[config.mk]
export PLATFORM = sky130hd
export DESIGN_NAME = wb_port_arbiter
export DESIGN_NICKNAME = d
export VERILOG_FILES = /design/src/rtl/mips_pkg.sv /design/src/rtl/wb_age_counter.sv /design/src/rtl/wb_port_arbiter.sv
export SDC_FILE = /design/constraint.sdc
export NUM_CORES = 1
export LEC_CHECK = 0
export CORE_ASPECT_RATIO = 1.4
export CORE_MARGIN = 5
export CORE_UTILIZATION = 40
export CTS_BUF_LIST = sky130_fd_sc_hd__clkbuf_16
export DETAILED_ROUTE_END_ITERATION = 10
export PLACE_DENSITY = 0.95
export SYNTH_ARGS = -nofsm -noshare
export SYNTH_HDL_FRONTEND = slang
export SYNTH_SLANG_ARGS = --single-unit
[constraint.sdc]
create_clock -name clk -period 6.15 [get_ports clk]
set_clock_uncertainty 0.15 [all_clocks]
set_input_delay 1.23 -clock clk [delete_from_list [all_inputs] [get_ports clk]]
set_output_delay 1.23 -clock clk [all_outputs]
set_load 0.05 [all_outputs]
[src/rtl/mips_pkg.sv]
// Shared MIPS datapath constants: register-file geometry and writeback requester indices.
package mips_pkg;
  localparam int REG_ADDR_W = 5;
  localparam int DATA_W     = 32;
  localparam int AGE_W      = 4;

  localparam int REQ_ALU    = 0;
  localparam int REQ_LOAD   = 1;
  localparam int REQ_MULDIV = 2;

  localparam logic [REG_ADDR_W-1:0] REG_ZERO = 5'd0;
endpackage

[src/rtl/wb_age_counter.sv]
// Per-requester wait counter; raises aged once the requester has lost AGE_LIMIT times in a row.
module wb_age_counter
  import mips_pkg::*;
#(
  parameter int AGE_LIMIT = 4
) (
  input  logic clk,
  input  logic rst_n,
  input  logic valid,
  input  logic granted,
  output logic aged
);

  localparam logic [AGE_W-1:0] LIMIT_C = AGE_W'(AGE_LIMIT);

  logic [AGE_W-1:0] age_r;
  logic [AGE_W-1:0] age_nxt_s;

  // Next age: clear when idle or served, otherwise count up and stick at the limit
  always_comb begin
    age_nxt_s = age_r;
    if (!valid || granted) begin
      age_nxt_s = {AGE_W{1'b0}};
    end else if (age_r != LIMIT_C) begin
      age_nxt_s = age_r + {{(AGE_W-1){1'b0}}, 1'b1};
    end else begin
      age_nxt_s = age_r;
    end
  end

  // Age state register
  always_ff @(posedge clk or negedge rst_n) begin
    if (!rst_n) begin
      age_r <= {AGE_W{1'b0}};
    end else begin
      age_r <= age_nxt_s;
    end
  end

  assign aged = (age_r == LIMIT_C);

endmodule

[src/rtl/wb_port_arbiter.sv]
// Register-file write-port arbiter: fixed priority with age override, registered write, $zero filter.
module wb_port_arbiter
  import mips_pkg::*;
#(
  parameter int NUM_REQ   = 3,
  parameter int AGE_LIMIT = 4
) (
  input  logic                         clk,
  input  logic                         rst_n,
  input  logic                         hold,
  input  logic [NUM_REQ-1:0]           req_valid,
  input  logic [NUM_REQ*REG_ADDR_W-1:0] req_reg,
  input  logic [NUM_REQ*DATA_W-1:0]    req_data,
  output logic [NUM_REQ-1:0]           req_ready,
  output logic                         RegWrite,
  output logic [REG_ADDR_W-1:0]        write_reg,
  output logic [DATA_W-1:0]            write_data,
  output logic [1:0]                   grant_id,
  output logic                         zero_drop
);

  logic [NUM_REQ-1:0]    aged_s;
  logic [NUM_REQ-1:0]    cand_s;
  logic [NUM_REQ-1:0]    grant_s;
  logic                  xfer_s;
  logic [REG_ADDR_W-1:0] sel_reg_s;
  logic [DATA_W-1:0]     sel_data_s;
  logic [1:0]            sel_id_s;

  logic                  reg_write_r;
  logic [REG_ADDR_W-1:0] write_reg_r;
  logic [DATA_W-1:0]     write_data_r;
  logic [1:0]            grant_id_r;
  logic                  zero_drop_r;

  for (genvar g = 0; g < NUM_REQ; g++) begin : g_age
    wb_age_counter #(.AGE_LIMIT(AGE_LIMIT)) u_age (
      .clk     (clk),
      .rst_n   (rst_n),
      .valid   (req_valid[g]),
      .granted (grant_s[g]),
      .aged    (aged_s[g])
    );
  end

  // Candidate set: aged requesters if any, else all valid ones; lowest index of the set wins
  always_comb begin
    cand_s = {NUM_REQ{1'b0}};
    if (hold) begin
      cand_s = {NUM_REQ{1'b0}};
    end else if (|(req_valid & aged_s)) begin
      cand_s = req_valid & aged_s;
    end else begin
      cand_s = req_valid;
    end
    grant_s = cand_s & (~cand_s + {{(NUM_REQ-1){1'b0}}, 1'b1});
  end

  assign req_ready = grant_s;
  assign xfer_s    = |(req_valid & grant_s);

  // One-hot grant lets the winner's fields be gathered with an AND-OR mux
  always_comb begin
    sel_reg_s  = REG_ZERO;
    sel_data_s = {DATA_W{1'b0}};
    sel_id_s   = 2'd0;
    for (int i = 0; i < NUM_REQ; i++) begin
      sel_reg_s  = sel_reg_s  | ({REG_ADDR_W{grant_s[i]}} & req_reg[i*REG_ADDR_W +: REG_ADDR_W]);
      sel_data_s = sel_data_s | ({DATA_W{grant_s[i]}} & req_data[i*DATA_W +: DATA_W]);
      sel_id_s   = sel_id_s   | (grant_s[i] ? 2'(i) : 2'd0);
    end
  end

  // Write-port output register; a $zero target is accepted but never raises RegWrite
  always_ff @(posedge clk or negedge rst_n) begin
    if (!rst_n) begin
      reg_write_r  <= 1'b0;
      write_reg_r  <= REG_ZERO;
      write_data_r <= {DATA_W{1'b0}};
      grant_id_r   <= 2'd0;
      zero_drop_r  <= 1'b0;
    end else if (xfer_s) begin
      reg_write_r  <= (sel_reg_s != REG_ZERO);
      zero_drop_r  <= (sel_reg_s == REG_ZERO);
      write_reg_r  <= sel_reg_s;
      write_data_r <= sel_data_s;
      grant_id_r   <= sel_id_s;
    end else begin
      reg_write_r  <= 1'b0;
      zero_drop_r  <= 1'b0;
    end
  end

  assign RegWrite   = reg_write_r;
  assign write_reg  = write_reg_r;
  assign write_data = write_data_r;
  assign grant_id   = grant_id_r;
  assign zero_drop  = zero_drop_r;

endmodule
==> results.sh <==
export IMPL_holdPathStages=1
export IMPL_ant_nets=0
export IMPL_r2r_start="g_age[2].u_age.age_r[0]"
export IMPL_crit_path_max_incr_delay_ps=870
export IMPL_r2r_cells=10
export IMPL_io_pins=161
export IMPL_largest_reg_flops=32
export IMPL_grt_start_max_net_pins=54
export IMPL_syn_to_final_growth_pct=68.7
export IMPL_route_met3_wl_um=678
export IMPL_end_kind="output port"
export IMPL_fin_crit_sh=0.877
export IMPL_grt_pass1_vias=2989
export IMPL_synthCells=274
export IMPL_fin_tns_setup_ps=0
export IMPL_p_total_mw=1.31
export IMPL_synth_main_ff_cell="dfrtp_1"
export IMPL_route_detailed_drc=0
export IMPL_hp_class="register to register"
export IMPL_relSlewSlack=0.557
export IMPL_grt_pass1_wl_mm=14.2
export IMPL_synthDistinctLibCells=30
export IMPL_grt_setup_unrepaired="no"
export IMPL_cp_max_fo=35
export IMPL_worst_r2r_endpoint="write_data[0]"
export IMPL_place_ws_ps=796
export IMPL_critical_path_cell_chain="clkdlybuf4s50_1, and4b_1, o21a_2, or2_2, inv_1, nor2_1, clkdlybuf4s50_1"
export IMPL_p_int_mw=0.843
export IMPL_place_hpwl_mm=7.16
export IMPL_worst_slack_ps=758
export IMPL_cts_sinks=53
export IMPL_fmax_mhz=185
export IMPL_synth_edf_count=0
export IMPL_syn_nets=397
export IMPL_num_rows=35
export IMPL_cts_root_buf="clkbuf_16"
export IMPL_wirelength_met1_mm=3.27
export IMPL_dr_total_vias=2879
export IMPL_seq_area_frac_synth=0.506
export IMPL_cts_hold_buffers=0
export IMPL_clockBufferDepth=2
export IMPL_sequentialPowerShare=0.337
export IMPL_h_tree_depth=2
export IMPL_slowest_stage="clkdlybuf4s50_1"
export IMPL_path_buf_inv=3
export IMPL_drt_iter0_drc=156
export IMPL_tightestPinTransition_ps=665
export IMPL_overflow=0
export IMPL_cts_tree="yes"
export IMPL_pwr_share_comb=0.394
export IMPL_die_h_um=106
export IMPL_slew_viol_final=0
export IMPL_cts_reportedPaths_clkPinSlew_ps=70
export IMPL_peakVddDrop_v=0.000211
export IMPL_ys_warnings_count=0
export IMPL_synth_async_sr_flop_share=1.00
export IMPL_hp_start="write_reg[3]"
export IMPL_p_leak_nw=1.75
export IMPL_layout_nets=547
export IMPL_critical_path_class="input port to output port"
export IMPL_initial_utilization=0.405
export IMPL_crit_top_cell="clkdlybuf4s50_1"
export IMPL_powerDensity_nw_per_um2=296
export IMPL_routed_wl_mm=9.23
export IMPL_top_layer="met4"
export IMPL_die_area_sq_um=8300
export IMPL_post_cts_buffers=0
export IMPL_cp_required_ps=4770
export IMPL_path_depth=7
export IMPL_startpoint_type="input port"
export IMPL_fin_crit_ps=5390
export IMPL_syn_area_sq_um=2620
export IMPL_whs_ps=330
export IMPL_wl_met2_mm=4.96
export IMPL_core_area_sq_um=6480
export IMPL_yosys_register_bits=53
export IMPL_drv_cap=0
export IMPL_clk_latency_ps=280
export IMPL_arrival_ps=4010
export IMPL_utilization=0.683
export IMPL_clkPwrFrac=0.268
export IMPL_antenna_found_initial=0
export IMPL_hold_viol_final=0
export IMPL_die_x_um=78.4
export IMPL_swShare=0.356
export IMPL_setup_viol=0
export IMPL_numCtsBuffers=5
export IMPL_p_sw_mw=0.465
export IMPL_wl_per_cell_um=18.5
export IMPL_drtPass1Iterations=6
export IMPL_hold_path_end="write_reg[3]"
export IMPL_nFillCells=495
export IMPL_track_usage=0.218
export IMPL_diodes=0
export IMPL_syn_area_per_cell_sq_um=9.57
export IMPL_viasPerCell=5.77
export IMPL_cts_resized=0
export IMPL_port_buffers=160
export IMPL_crit_family="buffers and inverters"
export IMPL_status="complete, no violations"
export IMPL_routabilityCongestion=0.935
export IMPL_layout_drive_gt1_share=0.0376
export IMPL_rrSetupSlack_ps=3060
-- per-layer routing --
metal	up-vias	global-route usage
met5	-	0
met4	0	0.0825
met3	29	0.0607
met2	139	0.411
met1	1362	0.222
li1	1349	-
-- cell type report --
class	count	area (sq um)	area share
clock buffer	5	125	0.0283
clock inverter	3	65.1	0.0147
inverter	7	26.3	0.00594
multi-input combinational	193	1160	0.263
sequential	53	1330	0.300
tap	74	92.6	0.0209
timing repair buffer	164	1630	0.368
-- power by group through the flow --
| stage | Sequential (mW) | Combinational, mW | Clock [mW] |
|---|---|---|---|
| after floorplan | 0.611 | 0.130 | 0 |
| after global placement | 0.443 | 0.507 | 0 |
| after detailed placement | 0.447 | 0.517 | 0 |
| after CTS | 0.442 | 0.519 | 0.358 |
| after global routing | 0.448 | 0.543 | 0.370 |
| final | 0.441 | 0.516 | 0.351 |
-- cell usage in the layout, fill, tap and decap left out, types with 5 or more instances in the layout --
master | netlist | final
inv_1 | 7 | 7
clkdlybuf4s50_1 | 0 | 159
clkbuf_16 | 0 | 5
nor2_1 | 18 | 18
ha_1 | 6 | 6
a31oi_1 | 5 | 5
xnor2_1 | 6 | 6
nor3_1 | 8 | 8
a21oi_1 | 42 | 42
o22ai_1 | 64 | 64
nand3_1 | 9 | 9
a21o_1 | 6 | 6
dfrtp_1 | 53 | 53
-- cell families (layout without fill, tap and decap cells) --
kind of cell / Yosys count / after routing / synth area share
XOR/XNOR: 6 / 6 / 0.0200
flip-flops: 53 / 53 / 0.506
AO/OA/AOI/OAI: 127 / 127 / 0.289
buffers and inverters: 28 / 179 / 0.0506
AND/OR/NAND/NOR: 54 / 54 / 0.106
adder cells (fa/ha/maj): 6 / 6 / 0.0286
-- cell usage after synthesis, types with 3 or more instances --
cell type  number  area [sq um]
nand2_1         4          15.0
inv_1           7          26.3
a21o_1          6          45.0
clkbuf_1        9          33.8
xnor2_1         6          52.6
ha_1            6          75.1
o2111ai_1       4          35.0
and4b_1         3          30.0
buf_4           3          22.5
nand3_1         9          45.0
a21oi_1        42           210
nor2_1         18          67.6
buf_2           7          35.0
a31oi_1         5          31.3
o22ai_1        64           400
nor3_1          8          40.0
dfrtp_1        53          1330
nand3b_1        3          22.5
-- worst max-delay path by stage --
stage,from,to
after global placement,req_valid[1],req_ready[1]
after floorplan,req_valid[2],req_ready[1]
after global routing,req_valid[2],req_ready[1]
after detailed placement,req_valid[1],req_ready[1]
after CTS,req_valid[1],req_ready[1]
final,req_valid[1],req_ready[1]
-- through the flow --
step	instances	area (sq um)
global placement	491	4240
CTS	499	4430
floorplan	274	2620
global route	499	4430
finish	499	4430
detailed placement	491	4240
(Power assumes the default switching activity.)
